[src/rtl/vga_timing_pkg.sv]
// vga_timing_pkg: default 640x480@60 timing, total derivations and RRRGGGBB colour expansion.
package vga_timing_pkg;
   localparam int H_ACTIVE_D = 640;
   localparam int H_FP_D     = 16;
   localparam int H_SYNC_D   = 96;
   localparam int H_BP_D     = 48;
   localparam int V_ACTIVE_D = 480;
   localparam int V_FP_D     = 10;
   localparam int V_SYNC_D   = 2;
   localparam int V_BP_D     = 33;
   localparam int SYNC_POL_D = 0;

   function automatic int total(input int active, input int fp, input int sync, input int bp);
      return active + fp + sync + bp;
   endfunction

   localparam int H_TOTAL_D = total(H_ACTIVE_D, H_FP_D, H_SYNC_D, H_BP_D);
   localparam int V_TOTAL_D = total(V_ACTIVE_D, V_FP_D, V_SYNC_D, V_BP_D);

   // Replicate the top bits so full-scale 3/2-bit values reach 4'hF.
   function automatic logic [11:0] expand(input logic [7:0] c);
      return {c[7:5], c[7], c[4:2], c[4], c[1:0], c[1:0]};
   endfunction
endpackage

[src/rtl/vga_timing.sv]
// vga_timing: h/v counters and stage-0 region decode (active, sync regions, refresh, frame tick).
module vga_timing
   import vga_timing_pkg::*;
#(
   parameter int H_ACTIVE = H_ACTIVE_D,
   parameter int H_FP     = H_FP_D,
   parameter int H_SYNC   = H_SYNC_D,
   parameter int H_BP     = H_BP_D,
   parameter int V_ACTIVE = V_ACTIVE_D,
   parameter int V_FP     = V_FP_D,
   parameter int V_SYNC   = V_SYNC_D,
   parameter int V_BP     = V_BP_D
) (
   input  logic       pixel_clk,
   input  logic       rst,
   output logic [9:0] h_cnt,
   output logic [9:0] v_cnt,
   output logic       active,
   output logic       hs_region,
   output logic       vs_region,
   output logic       refresh,
   output logic       frame_tick
);
   localparam logic [9:0] H_LAST = 10'(total(H_ACTIVE, H_FP, H_SYNC, H_BP) - 1);
   localparam logic [9:0] V_LAST = 10'(total(V_ACTIVE, V_FP, V_SYNC, V_BP) - 1);
   localparam logic [9:0] H_ACT  = 10'(H_ACTIVE);
   localparam logic [9:0] V_ACT  = 10'(V_ACTIVE);
   localparam logic [9:0] H_S0   = 10'(H_ACTIVE + H_FP);
   localparam logic [9:0] H_S1   = 10'(H_ACTIVE + H_FP + H_SYNC);
   localparam logic [9:0] V_S0   = 10'(V_ACTIVE + V_FP);
   localparam logic [9:0] V_S1   = 10'(V_ACTIVE + V_FP + V_SYNC);

   always_ff @(posedge pixel_clk) begin
      if (rst) begin
         h_cnt <= '0;
         v_cnt <= '0;
      end else begin
         h_cnt <= (h_cnt == H_LAST) ? '0 : h_cnt + 10'd1;
         if (h_cnt == H_LAST) v_cnt <= (v_cnt == V_LAST) ? '0 : v_cnt + 10'd1;
      end
   end

   always_comb begin
      active     = (h_cnt < H_ACT) && (v_cnt < V_ACT);
      hs_region  = (h_cnt >= H_S0) && (h_cnt < H_S1);
      vs_region  = (v_cnt >= V_S0) && (v_cnt < V_S1);
      refresh    = rst || !active;
      frame_tick = !rst && (h_cnt == '0) && (v_cnt == V_ACT);
   end
endmodule

[src/rtl/vga_pixel_out.sv]
// vga_pixel_out: VGA timing plus a two-stage pipeline aligning colour and sync at the DAC pins.
module vga_pixel_out
   import vga_timing_pkg::*;
#(
   parameter int H_ACTIVE = H_ACTIVE_D,
   parameter int H_FP     = H_FP_D,
   parameter int H_SYNC   = H_SYNC_D,
   parameter int H_BP     = H_BP_D,
   parameter int V_ACTIVE = V_ACTIVE_D,
   parameter int V_FP     = V_FP_D,
   parameter int V_SYNC   = V_SYNC_D,
   parameter int V_BP     = V_BP_D,
   parameter int SYNC_POL = SYNC_POL_D
) (
   input  logic       pixel_clk,
   input  logic       rst,
   input  logic [7:0] tru_8_bit,
   output logic       refresh,
   output logic       frame_tick,
   output logic [9:0] pix_x,
   output logic [9:0] pix_y,
   output logic [3:0] vga_r,
   output logic [3:0] vga_g,
   output logic [3:0] vga_b,
   output logic       vga_hs,
   output logic       vga_vs
);
   localparam logic POL = (SYNC_POL != 0);

   logic active, hs_region, vs_region;
   logic active_d1, hs_d1, vs_d1;

   vga_timing #(
      .H_ACTIVE(H_ACTIVE), .H_FP(H_FP), .H_SYNC(H_SYNC), .H_BP(H_BP),
      .V_ACTIVE(V_ACTIVE), .V_FP(V_FP), .V_SYNC(V_SYNC), .V_BP(V_BP)
   ) u_timing (
      .pixel_clk (pixel_clk),
      .rst       (rst),
      .h_cnt     (pix_x),
      .v_cnt     (pix_y),
      .active    (active),
      .hs_region (hs_region),
      .vs_region (vs_region),
      .refresh   (refresh),
      .frame_tick(frame_tick)
   );

   // Stage 1 lines up with the source's own colour register; stage 2 drives the pins.
   always_ff @(posedge pixel_clk) begin
      if (rst) begin
         {active_d1, hs_d1, vs_d1} <= '0;
         {vga_r, vga_g, vga_b}     <= '0;
         vga_hs                    <= ~POL;
         vga_vs                    <= ~POL;
      end else begin
         active_d1             <= active;
         hs_d1                 <= hs_region;
         vs_d1                 <= vs_region;
         {vga_r, vga_g, vga_b} <= active_d1 ? expand(tru_8_bit) : 12'h000;
         vga_hs                <= hs_d1 ~^ POL;
         vga_vs                <= vs_d1 ~^ POL;
      end
   end
endmodule

[config.mk]
export PLATFORM = sky130hd
export DESIGN_NAME = vga_pixel_out
export DESIGN_NICKNAME = d
export VERILOG_FILES = /design/src/rtl/vga_timing_pkg.sv /design/src/rtl/vga_timing.sv /design/src/rtl/vga_pixel_out.sv
export SDC_FILE = /design/constraint.sdc
export NUM_CORES = 1
export LEC_CHECK = 0
export CORE_ASPECT_RATIO = 0.8
export CORE_MARGIN = 3
export CORE_UTILIZATION = 35
export DETAILED_ROUTE_END_ITERATION = 10
export SETUP_SLACK_MARGIN = 0.4
export SYNTH_ARGS = -nofsm -noshare
export SYNTH_HDL_FRONTEND = slang
export SYNTH_SLANG_ARGS = --single-unit
[constraint.sdc]
create_clock -name pixel_clk -period 2.4 [get_ports pixel_clk]
set_clock_uncertainty 0.15 [all_clocks]
set_input_delay 0.72 -clock pixel_clk [delete_from_list [all_inputs] [get_ports pixel_clk]]
set_output_delay 0.72 -clock pixel_clk [all_outputs]
set_load 0.03 [all_outputs]
==> results.sh, run 1 <==
export IMPL_cp_start_kind="input pin"
export IMPL_grt_max_degree=12
export IMPL_finalWorstSetupSlack_ns=-0.192
export IMPL_max_slew_margin_pct=74.0
export IMPL_synth_most_common_cell="dfxtp_1"
export IMPL_globalRouteOverflowTotal=0
export IMPL_place_ws_ns=-0.529
export IMPL_core_area_um2=3880
export IMPL_numPortBuffers=45
export IMPL_num_vias=1347
export IMPL_ys_seq_area_share_pct=46.1
export IMPL_ys_seq_elements=33
export IMPL_clk_pin_slew_worst_paths_ns=0.06
export IMPL_syn_avg_cell_area_um2=9.50
export IMPL_drcViolationCount=0
export IMPL_hold_viol_final=0
export IMPL_ir_worst_vdd_mv=0.275
export IMPL_antenna_found_initial=0
export IMPL_synthToLayoutAreaGrowth_pct=56.5
export IMPL_synth_commonest_cells="33 x dfxtp_1, 20 x nor2_1, 9 x xor2_1"
export IMPL_fmax_mhz=386
export IMPL_startpoint="rst"
export IMPL_ios=46
export IMPL_cts_hold_buffers=0
export IMPL_synth_top_area_cell="dfxtp_1"
export IMPL_cts_sinks=33
export IMPL_drt_iter0_drc=32
export IMPL_powerDensity_nw_per_um2=539
export IMPL_min_path_type="flip-flop to flip-flop"
export IMPL_cts_buffers=5
export IMPL_clkLatencyLatePin_ns=0.28
export IMPL_rows=20
export IMPL_ys_warn_count=0
export IMPL_worstHoldStart="hs_d1"
export IMPL_layout_worst_path_cycle_share_pct=108
export IMPL_die_x_um=77.6
export IMPL_fillCellCount=351
export IMPL_floorplan_initialDensity_pct=37.0
export IMPL_clockRootBuffer="clkbuf_8"
export IMPL_syn_inst=151
export IMPL_viasPerCell=4.92
export IMPL_slew_violations=0
export IMPL_postRouteAntennaNets=0
export IMPL_synthArstFlopShare_pct=0
export IMPL_synth_edf_count=0
export IMPL_arrival_ns=1.72
export IMPL_dr_pass1_iters=4
export IMPL_drt_wl_total_mm=4.03
export IMPL_cap_viol_max_count=0
export IMPL_outcome="finished with violations"
export IMPL_track_usage_pct=16.7
export IMPL_synthesis_nets=165
export IMPL_r2r_start="u_timing.v_cnt[6]"
export IMPL_synthesis_area_um2=1430
export IMPL_grt_pass1_vias=1327
export IMPL_post_route_cells_drive_above_1_share_pct=31.1
export IMPL_critPathKind="input pin to primary output"
export IMPL_ys_top_cells_by_area="dfxtp_1 46%, xor2_1 5.5%, nor2_1 5.2%"
export IMPL_cp_required_ns=1.53
export IMPL_dp_hpwl_mm=2.44
export IMPL_synth_top_area_share_pct=46.1
export IMPL_die_area_um2=4910
export IMPL_die_h_um=63.3
export IMPL_violations="setup timing"
export IMPL_avgRoutedWirePerCell_um=14.7
export IMPL_nets=232
export IMPL_cts_tree="done"
export IMPL_crit_fanout=2
export IMPL_gp_congestion=0.802
export IMPL_leakage_nw=0.978
export IMPL_synthDistinctLibCells=37
export IMPL_grt_setup_unrepaired="yes"
export IMPL_antenna_cells=0
export IMPL_cp_end_kind="primary output"
export IMPL_grt_pass1_wl_mm=6.44
export IMPL_htreeDepth=2
export IMPL_p_total_mw=1.21
export IMPL_synth_main_ff_cell="dfxtp_1"
export IMPL_setup_viol=3
export IMPL_worstMarginPinSlew_ns=0.389
export IMPL_clockBufferDepth=2
export IMPL_period_needed_ns=2.59
sequential cells by signal, indices dropped and copies added (netlist names):
register,cells
u_timing.h_cnt,10
u_timing.v_cnt,10
vga_g,3
vga_r,3
vga_b,2
active_d1,1
hs_d1,1
vga_hs,1
vga_vs,1
vs_d1,1
timing repair:
action,in CTS,in global routing
gates resized for setup,74,26
pin swaps,2,4
setup buffers,12,4
gates cloned,0,0
endpoints found under the setup margin,52,29
path summary, 6_finish.rpt:
path,endpoint,slack [ns],cells after the start
worst max-delay path,frame_tick,-0.19,5
worst min-delay path,vga_hs,0.23,1
worst max register to register,vs_d1,-0.11,16
worst min register to register,vga_hs,0.23,1
power by group:
part | leakage, nW | switching [mW] | internal, mW
clock | 0.0585 | 0.201 | 0.338
sequential | 0.270 | 0.00795 | 0.558
combinational | 0.650 | 0.0541 | 0.0484
metrics by stage:
| step | hold WS, ns | instance area, um2 | std cells | utilization [%] | setup TNS [ns] |
|---|---|---|---|---|---|
| 4_1_cts | 0.232 | 2190 | 270 | 56.5 | -0.417 |
| 3_5_place_dp | 0.216 | 1950 | 250 | 50.4 | -0.894 |
| 5_1_grt | 0.246 | 2240 | 274 | 57.8 | -0.587 |
| 2_1_floorplan | 0.205 | 1460 | 151 | - | 0 |
| 6_report | 0.227 | 2240 | 274 | 57.8 | -0.479 |
| 3_3_place_gp | 0.218 | 1950 | 250 | 50.4 | -0.821 |
final cells by class:
type / instances / area, um2 / share of cell area [%]
inverters: 6 / 22.5 / 1.00
clock inverters: 1 / 30.0 / 1.34
well taps: 55 / 68.8 / 3.07
clock buffers: 7 / 86.3 / 3.85
flip-flops and latches: 33 / 664 / 29.6
multi-input cells: 102 / 724 / 32.3
repair buffers: 70 / 647 / 28.8
cell usage in the layout, fill, tap and decap left out, drive strengths merged, types with 8 or more instances in the layout:
cell,count
dfxtp,33
buf,29
nor2,20
dlygate4sd2,18
clkbuf,13
xor2,9
clkdlybuf4s15,9
and2,8
clkdlybuf4s50,8
nand4,8
cells by family (layout without fill, tap and decap cells):
group	after synthesis	after routing	synth area share [%]
xor gates and xnor gates	14	14	8.55
buffers and inverters	16	84	6.28
DFF	33	33	46.1
adders and majority gates	4	4	3.49
muxes	1	1	0.698
AOI/OAI and AO/OA	9	9	3.75
and+or+nand+nor	74	74	31.2
worst max-delay path, cell delays in order:
cell	delay, ns
buf_8	0.10
or4_4	0.43
nor2_4	0.11
and4_4	0.23
buf_6	0.13
metal layers:
metal  GRT usage [%]  up-vias  share of wire, %
met3            6.00       17               7.2
met4            10.2        0               4.1
li1                -      646                 -
met2            25.0       61                47
met1            20.5      623                42
met5               0        -                 0
No activity file was read; power rests on OpenSTA's default activity.
==> inputs of run 2 (changes only) <==
--- a/config.mk
+++ b/config.mk
@@ -9,6 +9,7 @@
 export CORE_MARGIN = 3
 export CORE_UTILIZATION = 35
 export DETAILED_ROUTE_END_ITERATION = 10
+export GPL_TIMING_DRIVEN = 0
 export SETUP_SLACK_MARGIN = 0.4
 export SYNTH_ARGS = -nofsm -noshare
 export SYNTH_HDL_FRONTEND = slang
==> run 2 against run 1 <==
  * The flow still finishes with violations (setup timing)
  * Sequential power barely moved
  * Total power up 0.48%
  * Die area did not move
  * Largest cell class unchanged
  * Largest power group unchanged
==> results.sh, run 2 (synthesis gave the netlist of run 1 again) <==
export IMPL_outcome="finished with violations"
export IMPL_violations="setup timing"
export IMPL_drcViolationCount=0
export IMPL_critPathKind="input pin to primary output"
export IMPL_reg_top3="u_timing.h_cnt (10), u_timing.v_cnt (10)"
export IMPL_globalRouteOverflowTotal=0
export IMPL_post_route_cells_drive_above_1_share_pct=25.2
export IMPL_postRouteAntennaNets=0
export IMPL_worstMarginPinSlew_ns=0.421
export IMPL_whs_ns=0.223
export IMPL_die_area_um2=4910
export IMPL_hold_viol_final=0
export IMPL_num_vias=1240
export IMPL_die_x_um=77.6
export IMPL_drt_wl_total_mm=3.28
export IMPL_track_usage_pct=14.4
export IMPL_cts_sinks=33
export IMPL_viasPerCell=4.75
export IMPL_dr_pass1_iters=4
export IMPL_htreeDepth=2
export IMPL_path_cells="buf_8, or4_4, nor2_4, and4_4, buf_6"
export IMPL_nets=219
export IMPL_ir_worst_vdd_mv=0.340
export IMPL_cp_required_ns=1.53
export IMPL_grt_setup_unrepaired="yes"
export IMPL_p_total_mw=1.21
export IMPL_fmax_mhz=392
export IMPL_layout_worst_path_cycle_share_pct=106
export IMPL_clkLatencyLatePin_ns=0.29
export IMPL_period_needed_ns=2.55
export IMPL_core_area_um2=3880
export IMPL_arrival_ns=1.68
export IMPL_gp_congestion=0.793
export IMPL_antenna_cells=0
export IMPL_final_common_cell="dfxtp_1"
export IMPL_slew_violations=0
export IMPL_dp_hpwl_mm=2.36
export IMPL_die_h_um=63.3
export IMPL_rows=20
export IMPL_finalWorstSetupSlack_ns=-0.150
export IMPL_powerDensity_nw_per_um2=569
export IMPL_clockBufferDepth=2
export IMPL_cp_end_kind="primary output"
export IMPL_synthToLayoutAreaGrowth_pct=48.8
export IMPL_floorplan_initialDensity_pct=37.0
export IMPL_cp_start_kind="input pin"
export IMPL_crit_fanout=2
export IMPL_leakage_nw=0.892
export IMPL_grt_max_degree=11
export IMPL_numPortBuffers=45
export IMPL_grt_pass1_wl_mm=5.51
export IMPL_cp_slowest_cell="or4_4"
export IMPL_cts_buffers=5
export IMPL_drt_iter0_drc=35
export IMPL_max_slew_margin_pct=71.8
export IMPL_setup_viol=2
export IMPL_ios=46
export IMPL_min_path_type="flip-flop to flip-flop"
export IMPL_clockRootBuffer="clkbuf_8"
export IMPL_grt_pass1_vias=1165
export IMPL_cap_viol_max_count=0
export IMPL_avgRoutedWirePerCell_um=12.6
export IMPL_cp_slowest_stage_delay_ns=0.42
export IMPL_cts_tree="done"
export IMPL_antenna_found_initial=0
export IMPL_most_common_layout_cells="28 x dfxtp_1, 19 x nor2_1, 16 x dlygate4sd2_1"
export IMPL_clk_pin_slew_worst_paths_ns=0.07
[run 2: changes by cell type in the layout (fill, tap and decap cells not counted), moves of 2 or more]
cell,before,now
clkbuf_2,6,4
dfxtp_2,3,5
buf_6,13,3
dlygate4sd2_1,18,16
clkdlybuf4s15_1,1,5
buf_4,13,7
clkdlybuf4s15_2,8,11
dfxtp_1,30,28
[run 2: where the power goes]
group / total [mW] / internal (mW) / switching, mW
sequential: 0.567 / 0.558 / 0.00825
combinational: 0.104 / 0.0521 / 0.0520
clock: 0.544 / 0.338 / 0.205
[run 2: metrics by stage]
step                cells  setup WS (ns)  setup TNS (ns)  cell area, um2  utilization [%]
finish                261         -0.150          -0.209            2130             55.0
global route          261         -0.163          -0.263            2130             55.0
CTS                   261         -0.183          -0.288            2110             54.5
detailed placement    251          -1.10           -1.97            1980             51.1
global placement      251          -1.10           -1.97            1980             51.1
floorplan             151         0.0395               0            1460                -
[run 2: layer usage]
metal  vias up  routed length (um)  GRT usage (%)
met5         -                   0              0
met4         0                  69           7.33
met3         7                 244           4.71
met2        43                1410           21.8
met1       571                1560           18.2
li1        619                   -              -
[run 2: path summary, 6_finish.rpt]
path,from,end,slack [ns],cells past startpoint
setup / recovery,rst,frame_tick,-0.15,5
hold / removal,vs_d1,vga_vs,0.22,1
setup reg to reg,u_timing.h_cnt[1],u_timing.v_cnt[7],0.50,6
hold reg to reg,vs_d1,vga_vs,0.22,1
[run 2: timing repair]
item                                   CTS  global route
buffers inserted                         2             0
endpoints found under the hold margin    0             0
hold buffers                             0             0
setup endpoints to repair               36            22
cloned                                   0             0
gates resized for setup                 82            14
pin swaps                                3             3
[run 2: layout make-up]
type,instances,area [um2]
buffer,10,88.8
clock buffer,7,86.3
clock inverter,1,30.0
fill,375,1750
inverter,6,22.5
multi-input combinational,102,713
sequential,33,667
tap,55,68.8
timing repair buffer,47,457
[run 2: worst max-delay path, delay by kind of cell]
family / cells / cell delay, ns
simple gates: 3 / 0.74
buf+inv: 2 / 0.23
==> edit 1 (config.mk and constraints of run 2) <==
`SYNC_POL_D`: 0 -> 1.
--- a/src/rtl/vga_timing_pkg.sv
+++ b/src/rtl/vga_timing_pkg.sv
@@ -10,3 +10,3 @@
    localparam int V_BP_D     = 33;
-   localparam int SYNC_POL_D = 0;
+   localparam int SYNC_POL_D = 1;
 
Formal check against the unedited RTL: not equivalent (a bounded check fails within 4 cycles, from zero or initial values and one cycle with rst high).
==> edit 1 against run 2 <==
Routed wire length up 22%; sequential share of layout area down 2.5 points; final area up 14%; setup slack better by 0.12 ns; sequential cell count unchanged; critical endpoint unchanged; non-clock buffer count up 18; synthesized area up 0.70%; total power up 1.1%; the flow still finishes with violations (negative setup slack); die area up 0.64%.
==> edit 1: results (changes against run 2) <==
Global routing
  – Tot GR Track Use: 15.5% (+1.2 points)
  – First-pass GRT wire length: 5.98 mm (+8.4%)
  – Routing usage on met2: 24.1% (+2.4 points)
  – Met3 usage: 5.43% (+0.71 points)
  – M1 GR Usage: 19.0% (+0.75 points)
  – Vias in the first global route: 1252 (+7.5%)
  – Largest net degree at the start of global routing: 12 (+1)

Detailed routing
  – Drt initial violations: 25 (-29%)
  – DRT Wirelength: 4.01 mm (+22%)
  – Wire length per cell: 14.0 um (+11%)
  – Met1 Wirelength: 1.84 mm (+18%)
  – Routed met2 length: 1.74 mm (+24%)
  – Via density: 4.92 (+3.6%)
  – Wire length on met3: 280 um (+15%)
  – # DRC: 0 (unchanged)

Placed design
  – DP Worst Slack: -0.437 ns (+0.659 ns)
  – Placed insts: 257 (+2.4%)
  – Buffers on Ports: 44 (-2.2%)
  – Placer congestion estimate: 0.797 (+0.42%)
  – Post-DP HPWL: 2.43 mm (+3.0%)
  – Placed Area: 2010 um^2 (+1.3%)

Power
  – Logic pwr share: 10.0% (+1.4 points)
  – P_comb: 123 uW (+18%)
  – VDD IR max: 0.365 mV (+7.4%)
  – Pint: 953 uW (+0.46%)
  – Seq pwr share: 45.8% (-0.9 points)
  – Pleak: 0.00101 uW (+13%)

Synthesis
  – FFs w/ async S/R, synth: 0% (unchanged)
  – XOR/XNOR Fraction of Synth Area: 7.89% (-0.67 points)
  – Sequential fraction of the synthesis area: 45.8% (-0.32 points)
  – Post-Syn Instances: 158 (+4.6%)
  – Net Count, Synth: 172 (+4.2%)
  – Commonest cells post-synth: dfxtp_1 (33), nor2_1 (19), nand3_1 (9)
  – Compound-Gate Fraction of Synth Area: 4.85% (+1.1 points)
  – Netlist cell types: 33 (-11%)
  – Top cells by area, synth: dfxtp_1 (46%), nor2_1 (4.9%), xnor2_1 (4.9%)
  – Mux cell area share after synthesis: 0.693% (-0.0048 points)
  – Adder-cell share of the synthesized area: 3.47% (-0.024 points)

Hold path
  – HP Start: hs_d1
  – WHS Endpoint: vga_hs

STA
  – Setup ws final: -0.0341 ns (+0.116 ns)
  – Final Setup Violations: 1 (-1)
  – Worst Hold Slack: 0.291 ns (+0.0689 ns)
  – Slew HR: 74.1% (+2.3 points)

Critical path
  – Reg-to-reg startpoint: u_timing.h_cnt[0]
  – FF-to-FF path depth: 8 (+2)
  – R2R Setup Slk: 0.40 ns (-0.10 ns)

Clocking
  – Post-CTS Resized: 81 (-1.2%)
  – Postcts setup bufs: 5 (+3)

Finish
  – Nets: 245 (+12%)
  – # fillers: 319 (-15%)

Outcome
  – Failing checks: negative setup slack
  – Status: finished with violations
-- edit 1: changes by cell type in the layout (fill, tap and decap cells not counted), moves of 4 or more --
cell,run 2,this run
buf_4,7,23
dfxtp_1,28,15
dfxtp_2,5,12
dfxtp_4,0,6
buf_6,3,7
nor2b_1,1,5
xor2_1,9,5
-- edit 1: cell families (layout without fill, tap and decap cells) --
group	count (synthesis)	after routing
AND/OR/NAND/NOR	78	78
flip-flops	33	33
buffers and inverters	17	90
XOR/XNOR	13	13
AO/OA/AOI/OAI	12	13
adder cells (fa/ha/maj)	4	4
multiplexers	1	1
-- edit 1: metrics by stage --
step	util [%]	TNS [ns]
after CTS	57.2	-0.0532
after global placement	51.7	-0.694
final	62.6	-0.0341
after floorplan	-	0
after detailed placement	51.7	-0.695
after global routing	62.6	-0.102
-- edit 1: cell type report --
class                           instances  share of cell area, %
Multi-Input combinational cell        109                   34.4
Inverter                                7                   1.18
Sequential cell                        33                   28.7
Timing Repair Buffer                   65                   24.3
Buffer                                 10                   3.81
Clock inverter                          1                   1.24
Tap cell                               55                   2.83
Clock buffer                            7                   3.55
-- edit 1: worst max-delay path, cell delays in order, from the launching register on --
cell and delay, ns:
dfxtp_4 0.35, inv_4 0.05, ha_4 0.13, nor4bb_4 0.29, nand3_2 0.13, nor3_4 0.17
buf_6 0.16
-- edit 1: how the worst max path moves through the flow --
stage | from | to | slack, ns
floorplan | rst | frame_tick | 0.24
global placement | u_timing.v_cnt[0] | frame_tick | -0.44
detailed placement | u_timing.h_cnt[0] | frame_tick | -0.44
CTS | u_timing.v_cnt[1] | frame_tick | -0.05
global route | u_timing.v_cnt[1] | frame_tick | -0.10
finish | u_timing.v_cnt[0] | frame_tick | -0.03
==> edit 2 (config.mk and constraints of run 2) <==
Made on the original files. One comparison of `v_cnt` changes from == to >=.
--- a/src/rtl/vga_timing.sv
+++ b/src/rtl/vga_timing.sv
@@ -47,3 +47,3 @@
       refresh    = rst || !active;
-      frame_tick = !rst && (h_cnt == '0) && (v_cnt == V_ACT);
+      frame_tick = !rst && (h_cnt == '0) && (v_cnt >= V_ACT);
    end
Formal check against the unedited RTL: same outputs for any inputs over 10 cycles, from zero or initial values and one cycle with rst high; that may be too few to reach the edited logic, so the function may still have changed.
==> edit 2 against run 2 <==
The run still ends with negative setup slack left; routed wire length up 10%; worst hold slack better by 0.0032 ns; setup slack better by 0.11 ns; non-clock buffer count up 11; total power down 11%; global-route usage up 0.72 points; sequential cell count unchanged; largest power group unchanged; synthesized area down 3.2%; critical path depth up 1; highest routed layer unchanged; final area up 3.5%; clock power down 28%.
==> edit 2: results (changes against run 2) <==
Outcome
  – Status: finished with violations
  – Failing checks: negative setup slack

Critical path
  – FF-to-FF path depth: 5 (-1)
  – Worst reg2reg endpoint: u_timing.v_cnt[9]
  – Setup crit end: frame_tick
  – Reg-to-reg startpoint: u_timing.h_cnt[7]
  – R2R Setup Slk: 0.31 ns (-0.19 ns)
  – CP max FO: 2 (unchanged)
  – Crit path kind: in2out
  – Crit path from: rst

STA
  – Setup ws final: -0.0381 ns (+0.112 ns)
  – Final Setup Violations: 2 (unchanged)
  – Worst Hold Slack: 0.226 ns (+0.00323 ns)
  – Slew HR: 75.4% (+3.5 points)

Synthesis
  – Commonest cells post-synth: dfxtp_1 (33), nor2_1 (18), xnor2_1 (9)
  – Synth Warn #: 0 (unchanged)
  – Net Count, Synth: 165 (unchanged)
  – Top cells by area, synth: dfxtp_1 (48%), xnor2_1 (5.7%), nor2_1 (4.9%)
  – Sequential fraction of the synthesis area: 47.6% (+1.5 points)
  – Netlist cell types: 28 (-24%)
  – FFs w/ async S/R, synth: 0% (unchanged)

Detailed routing
  – Via density: 4.77 (+0.50%)
  – DRT Wirelength: 3.62 mm (+10%)
  – First-pass DRT Iterations: 4 (unchanged)
  – Drt initial violations: 57 (+63%)

Finish
  – Fraction of layout cells with a size suffix above 1: 33.8% (+8.5 points)
  – Biggest regs: u_timing.h_cnt x10, u_timing.v_cnt x10
  – # fillers: 323 (-14%)
  – Nets: 232 (+5.9%)
  – Diode count: 0 (unchanged)

Placed design
  – Placer congestion estimate: 0.886 (+12%)
  – DP Worst Slack: -1.10 ns (-0.00694 ns)
  – Buffers on Ports: 45 (unchanged)
  – Post-DP HPWL: 2.39 mm (+1.0%)

Power
  – Pleak: 0.000909 uW (+1.9%)
  – VDD IR max: 0.364 mV (+6.9%)

Hold path
  – WHS Endpoint: vga_vs
  – HP Start: vs_d1
  – Hold depth: 1 (unchanged)
  – Worst Hold Class: reg2reg

Clocking
  – Reg clk slew, reported paths: approximately 0.06 ns
  – CTS max path bufs: 2 (unchanged)
  – Htree depth: 2 (unchanged)
  – Num CTS Buffers: 5 (unchanged)
  – Root Buffer: clkbuf_8
  – Postcts setup bufs: 7 (+5)
  – Post-CTS Resized: 78 (-4.9%)
  – Worst-Skew Late Latency: approximately 0.28 ns

Global routing
  – Largest net degree at the start of global routing: 11 (unchanged)
  – Antenna violations before repair: 0 (unchanged)
  – Vias in the first global route: 1187 (+1.9%)
  – First-pass GRT wire length: 5.73 mm (+3.9%)
  – Tot GR Track Use: 15.1% (+0.72 points)
-- edit 2: final cells by class --
class	instances	share of cell area (%)
sequential	33	31.3
clock inverter	2	0.453
clock buffer	6	3.29
inverter	8	1.36
timing repair buffer	60	23.9
buffer	8	3.46
multi-input combinational	102	33.3
tap	52	2.95
-- edit 2: kinds of logic (layout without fill, tap and decap cells) --
group | after synthesis | count (layout) | share of synthesized area [%]
AND/OR/NAND/NOR | 77 | 77 | 31.3
flip-flops | 33 | 33 | 47.6
buffers and inverters | 16 | 84 | 5.95
XOR/XNOR | 14 | 14 | 8.84
AO/OA/AOI/OAI | 7 | 7 | 2.71
adder cells (fa/ha/maj) | 4 | 4 | 3.61
-- edit 2: worst max-delay path: stages --
cell and delay (ns):
buf_8 0.10, buf_8 0.11, nor4b_4 0.19, nand2_1 0.12, nor3_4 0.18, buf_6 0.15
-- edit 2: routing by layer --
| layer | up-vias | global-route usage, % | routed length (um) |
|---|---|---|---|
| li1 | 650 | - | - |
| met5 | - | 0 | 0 |
| met1 | 607 | 18.4 | 1660 |
| met3 | 4 | 5.78 | 173 |
| met2 | 33 | 24.2 | 1740 |
| met4 | 0 | 5.43 | 41 |
-- edit 2: where the power goes --
group / switching (uW) / internal (uW) / leakage [uW]
combinational: 57.3 / 60.4 / 0.000587
sequential: 9.62 / 556 / 0.000277
clock: 192 / 201 / 0.0000450
-- edit 2: through the flow --
step / cells / area, um^2 / TNS, ns / utilization, %
after floorplan: 151 / 1440 / 0 / -
after global placement: 248 / 1960 / -1.82 / 54.1
after detailed placement: 248 / 1960 / -1.81 / 54.1
after CTS: 263 / 2120 / -0.0732 / 58.7
after global routing: 271 / 2210 / -0.139 / 61.1
final: 271 / 2210 / -0.0416 / 61.1
